### config.mk
export PLATFORM = sky130hd
export DESIGN_NAME = instr_fetch
export DESIGN_NICKNAME = d
export VERILOG_FILES = /design/src/rtl/fetch_pkg.sv /design/src/rtl/fetch_pc_reg.sv /design/src/rtl/instr_fetch.sv
export SDC_FILE = /design/constraint.sdc
export NUM_CORES = 1
export LEC_CHECK = 0
export CORE_MARGIN = 1.5
export CORE_UTILIZATION = 35
export CTS_CLUSTER_DIAMETER = 40
export DETAILED_ROUTE_END_ITERATION = 12
export DONT_BUFFER_PORTS = 1
export SYNTH_ARGS = -nofsm -noshare
export SYNTH_HDL_FRONTEND = slang
export SYNTH_SLANG_ARGS = --single-unit
### constraint.sdc
create_clock -name clk -period 2.7 [get_ports clk]
set_input_delay 0.405 -clock clk [delete_from_list [all_inputs] [get_ports clk]]
set_output_delay 0.405 -clock clk [all_outputs]
set_load 0.1 [all_outputs]
### src/rtl/fetch_pkg.sv
// rtl/fetch_pkg.sv - shared types and constants for the instruction-fetch block
//
// Purpose: fetch FSM state type, default reset vector / halt address,
//          instruction word size and a target alignment helper.
// Ports:   none (package).
package fetch_pkg;

  typedef enum logic [1:0] {
    ST_RUN     = 2'd0,
    ST_DRAIN   = 2'd1,
    ST_HALTED  = 2'd2,
    ST_FAULTED = 2'd3
  } fetch_state_t;

  localparam logic [31:0] DEFAULT_RESET_VECTOR = 32'hBFC0_0000;
  localparam logic [31:0] DEFAULT_HALT_ADDR    = 32'h0000_0000;
  localparam logic [31:0] WORD_BYTES           = 32'd4;

  // A fetch target must be word-aligned; any low address bit set is a fault.
  function automatic logic is_misaligned(input logic [31:0] addr);
    return addr[1:0] != 2'b00;
  endfunction

endpackage

### src/rtl/fetch_pc_reg.sv
// rtl/fetch_pc_reg.sv - program counter register with next-PC mux
//
// Purpose: holds the fetch address; each enabled edge it either
//          increments by one word or loads a redirect target.
// Ports:
//   clk      in   system clock
//   reset_n  in   asynchronous active-low reset, loads RESET_VECTOR
//   hold     in   keep the current PC (stall, halt request, terminal states)
//   load     in   take target instead of PC+4 (ignored while hold is high)
//   target   in   redirect byte address
//   pc       out  current fetch byte address
module fetch_pc_reg
  import fetch_pkg::*;
#(
  parameter logic [31:0] RESET_VECTOR = DEFAULT_RESET_VECTOR
) (
  input  logic        clk,
  input  logic        reset_n,
  input  logic        hold,
  input  logic        load,
  input  logic [31:0] target,
  output logic [31:0] pc
);

  always_ff @(posedge clk or negedge reset_n) begin
    if (!reset_n) begin
      pc <= RESET_VECTOR;
    end else if (!hold) begin
      pc <= load ? target : pc + WORD_BYTES;
    end
  end

endmodule

### src/rtl/instr_fetch.sv
// rtl/instr_fetch.sv - MIPS instruction-fetch initiator with delay slot and halt
//
// Purpose: owns the PC, drives the synchronous instruction memory and hands
//          fetched words with their PCs to decode. A redirect to HALT_ADDR
//          (or to a misaligned target) delivers the delay slot then stops.
// Ports:
//   clk              in   system clock
//   reset_n          in   asynchronous active-low reset
//   instr_address    out  word-aligned byte address to instruction memory
//   instr_readdata   in   memory data for the previously issued address
//   stall            in   decode cannot accept the current word; freeze
//   redirect_valid   in   current instr_word is a taken branch/jump
//   redirect_target  in   its target byte address
//   instr_valid      out  instr_word/instr_pc hold a real instruction
//   instr_word       out  fetched instruction (passthrough of instr_readdata)
//   instr_pc         out  address of instr_word
//   active           out  high until halt or fault
//   fault            out  sticky misaligned-target flag
module instr_fetch
  import fetch_pkg::*;
#(
  parameter logic [31:0] RESET_VECTOR = DEFAULT_RESET_VECTOR,
  parameter logic [31:0] HALT_ADDR    = DEFAULT_HALT_ADDR
) (
  input  logic        clk,
  input  logic        reset_n,
  output logic [31:0] instr_address,
  input  logic [31:0] instr_readdata,
  input  logic        stall,
  input  logic        redirect_valid,
  input  logic [31:0] redirect_target,
  output logic        instr_valid,
  output logic [31:0] instr_word,
  output logic [31:0] instr_pc,
  output logic        active,
  output logic        fault
);

  fetch_state_t state;
  logic         fault_pending;
  logic         target_bad;
  logic         term_req;
  logic         pc_hold;

  // Halt and fault targets are never issued to memory: the PC freezes on the
  // delay-slot address while that slot is delivered.
  assign target_bad = is_misaligned(redirect_target);
  assign term_req   = redirect_valid && ((redirect_target == HALT_ADDR) || target_bad);
  assign pc_hold    = stall || (state != ST_RUN) || term_req;

  fetch_pc_reg #(
    .RESET_VECTOR(RESET_VECTOR)
  ) u_pc (
    .clk    (clk),
    .reset_n(reset_n),
    .hold   (pc_hold),
    .load   (redirect_valid),
    .target (redirect_target),
    .pc     (instr_address)
  );

  assign instr_word = instr_readdata;

  always_ff @(posedge clk or negedge reset_n) begin
    if (!reset_n) begin
      state         <= ST_RUN;
      instr_pc      <= RESET_VECTOR;
      instr_valid   <= 1'b0;
      active        <= 1'b1;
      fault         <= 1'b0;
      fault_pending <= 1'b0;
    end else if (!stall) begin
      case (state)
        ST_RUN: begin
          instr_pc    <= instr_address;
          instr_valid <= 1'b1;
          if (term_req) begin
            state         <= ST_DRAIN;
            fault_pending <= target_bad;
          end
        end
        ST_DRAIN: begin
          // Redirects here would come from a branch in a delay slot: ignored.
          instr_valid <= 1'b0;
          active      <= 1'b0;
          if (fault_pending) begin
            state <= ST_FAULTED;
            fault <= 1'b1;
          end else begin
            state <= ST_HALTED;
          end
        end
        default: begin
          instr_valid <= 1'b0;
        end
      endcase
    end
  end

endmodule

==> impl_metrics.yaml <==
sta:
  skew_ns: 0.0121
  slew_headroom_pct: 37.8
  worstMarginPinSlew_ns: 0.933
  setup_tns_ns: 0
  fmax_mhz: 449
  rsz0062_at_grt: "false"
  final_hold_viol_count: 0
  finalCriticalPeriod_ns: 2.23
  setup_viol_count_final: 0
  min_period_over_period_pct: 82.5
  slew_viol_final: 0
  fin_ws_ns: 0.473
clock_tree:
  cts-resized-gates: 0
  clock_latency_ns: 0.36
  h-tree-depth: 3
  path_clk_slew_ns: 0.08
  numCtsBuffers: 9
  clock_sinks: 70
  cts_tree: "built"
  holdBufCountCts: 2
  max-clock-path-buffers: 2
  postCtsSetupBuffers: 0
  cts-root-buf: "clkbuf_8"
place:
  gp_congestion: 0.888
  post-dp-hpwl_um: 8080
  dp_slack_ns: 0.474
  io_buffers: 0
  place_inst: 562
logic_synthesis:
  avgSynthCellArea_um2: 8.87
  syn_nets: 511
  ys.flop_type: "dfrtp_1"
  synth.distinct_cells: 66
  syn_inst: 442
  synth-edff-count: 0
  syn_area_mm2: 0.00392
  yosys-top-cells-area: "dfrtp_1 (33%), dfstp_2 (13%), nand2_1 (11%), buf_4 (6.1%), nor2_1 (2.1%)"
  async_reset_ff_share_pct: 100
  ys_ff_latch: 70
  yosysSeqAreaShare_pct: 45.3
  synth_top_cell_by_area: "dfrtp_1"
  yosys_warnings: 0
  synth.top_cell.area_share_pct: 32.6
critical_path:
  arrival_ns: 2.49
  slowest_delay_ns: 0.36
  startpoint_type: "flop"
  slowest_stage: "dfrtp_1"
  crit_type: "reg2reg"
  path_max_fanout: 8
  path_common_cell: "buf_4"
  critical_path.cell_chain: "buf_4 > nand3_1 > nor3_2 > buf_4 > and4_1 > mux2_1 > a211oi_1"
  endpoint_kind: "flop"
  critPathRequiredTime_ns: 2.97
die:
  boundaryPins: 167
  dieArea_mm2: 0.0118
  start_util_pct: 36.0
  core_mm2: 0.0109
  fp-row-count: 38
  die_w_um: 109
  fp.dieH_um: 109
layout:
  layout-drive-gt1-share_pct: 22.3
  final_cell_mix: "nand2_1 (115), dfrtp_1 (50), buf_4 (37)"
  nets: 504
  fillCellCount: 1080
  final_cells: 580
  diodes: 0
  area_growth_pct: 8.56
  postLayoutCoreUtil_pct: 39.1
  final_common_cell: "nand2_1"
drt:
  drt-vias-per-instance: 5.71
  detail_route.iter0.violations: 253
  drc_errors: 0
  dr.pass1.iters: 4
  wl_per_cell_um: 19.6
  antenna_left: 0
  wl_um: 11400
  num_vias: 3310
job:
  maxCapViolCount: 0
power_and_ir_drop:
  power.internal_w: 0.00222
  power.share.sequential_pct: 56.0
  comb_power_share_pct: 28.3
  peakVddDrop_mv: 0.570
  switchingPower_w: 0.00336
  power_density_mw_per_mm2: 1310
  pwr-share-clk_pct: 15.7
  switching_share_pct: 60.2
  p_leak_nw: 1.84
global_routing:
  grt_pass1_wl_um: 17800
  grt_start_max_net_pins: 71
  grt_pass1_vias: 3292
  gr-total-overflow: 0
  grt_usage_pct: 20.0
  antenna_found_initial: 0
outcome:
  status: "finished, final reports clean"
worst_hold_path:
  worstHoldPathType: "in2reg"
-- state kept, by name, indices dropped and copies added (netlist names) --
register	cells
fault	1
fault_pending	1
active	1
instr_valid	1
instr_pc	32
state	2
u_pc.pc	32
-- through the flow --
| step | cell area (um2) | hold WS, ns | total power, W |
|---|---|---|---|
| finish | 4250 | 0.119 | 0.00558 |
| global route | 4250 | 0.0899 | 0.00580 |
| CTS | 4250 | 0.0940 | 0.00562 |
| detailed placement | 4020 | 0.110 | 0.00471 |
| global placement | 4020 | 0.111 | 0.00468 |
| floorplan | 3920 | 0.109 | 0.00458 |
-- worst paths after layout --
path	start	end	slack, ns	cells after the start
min in group asynchronous	reset_n	instr_pc[2]$_DFFE_PN0P_	0.58	2
worst max-delay path	u_pc.pc[2]$_DFFE_PN0N_	u_pc.pc[31]$_DFFE_PN1N_	0.47	7
worst min-delay path	redirect_valid	u_pc.pc[31]$_DFFE_PN1N_	0.12	1
max in group asynchronous	reset_n	instr_pc[22]$_DFFE_PN1P_	1.74	2
worst min register to register	fault_pending$_DFFE_PN0P_	state[0]$_DFFE_PN0P_	0.57	2
worst max register to register	u_pc.pc[2]$_DFFE_PN0N_	u_pc.pc[31]$_DFFE_PN1N_	0.47	7
-- cell usage after synthesis (2+ instances only) --
master,n
buf_6,3
nor4_1,12
a31o_2,3
buf_4,32
o211ai_1,2
nor2_2,2
nand3_1,13
a21oi_1,14
mux2i_1,3
dfstp_2,19
o41ai_1,3
and2_1,3
clkbuf_1,15
o21ai_1,2
and3_1,7
o21ai_2,2
nor3_2,4
o22ai_1,12
nand4_1,12
o21a_1,3
nand2_1,115
inv_1,6
mux2_2,2
a211oi_1,4
nand4_2,3
or3_1,2
o31ai_1,4
mux2_1,3
a31oi_1,3
a311oi_1,2
nor2_1,22
dfrtp_1,51
a32o_1,3
nor3_1,5
buf_2,5
o21ai_0,13
a22oi_1,3
buf_1,2
-- cell families after synthesis --
family                     synth area share [%]
AOI/OAI and AO/OA                          16.9
adders and majority gates                 0.319
buffers and inverters                      9.83
DFF                                        45.3
muxes                                      2.20
and+or+nand+nor                            25.4
-- layer usage --
metal,wire length [um],GRT usage (%),vias to the layer above
li1,-,-,1534
met1,4760,24.6,1614
met2,5350,31.9,136
met3,1080,6.99,26
met4,197,8.08,0
met5,0,0,-
-- area by class of cell --
type / instances / area, um2 / area share, %
Timing Repair Buffer: 39 / 315 / 7.41
Inverter: 6 / 22.5 / 0.529
Sequential cell: 70 / 1780 / 41.8
Multi-Input combinational cell: 309 / 1760 / 41.5
Clock inverter: 5 / 58.8 / 1.38
Tap cell: 140 / 175 / 4.12
Clock buffer: 11 / 141 / 3.32
-- critical path, delay by kind of cell (launching register included) --
kind	cells	cell delay, ns
AND/OR/NAND/NOR	3	0.75
buffers and inverters	2	0.49
flip-flops	1	0.36
multiplexers	1	0.31
AO/OA/AOI/OAI	1	0.22
-- power by group through the flow --
stage,registers [W],clock network [W],logic (W)
2_1_floorplan,0.00399,0,0.000600
3_3_place_gp,0.00314,0,0.00154
3_5_place_dp,0.00315,0,0.00156
4_1_cts,0.00313,0.000898,0.00159
5_1_grt,0.00318,0.000949,0.00167
6_report,0.00313,0.000875,0.00158
Power figures use the tool's default switching activity.
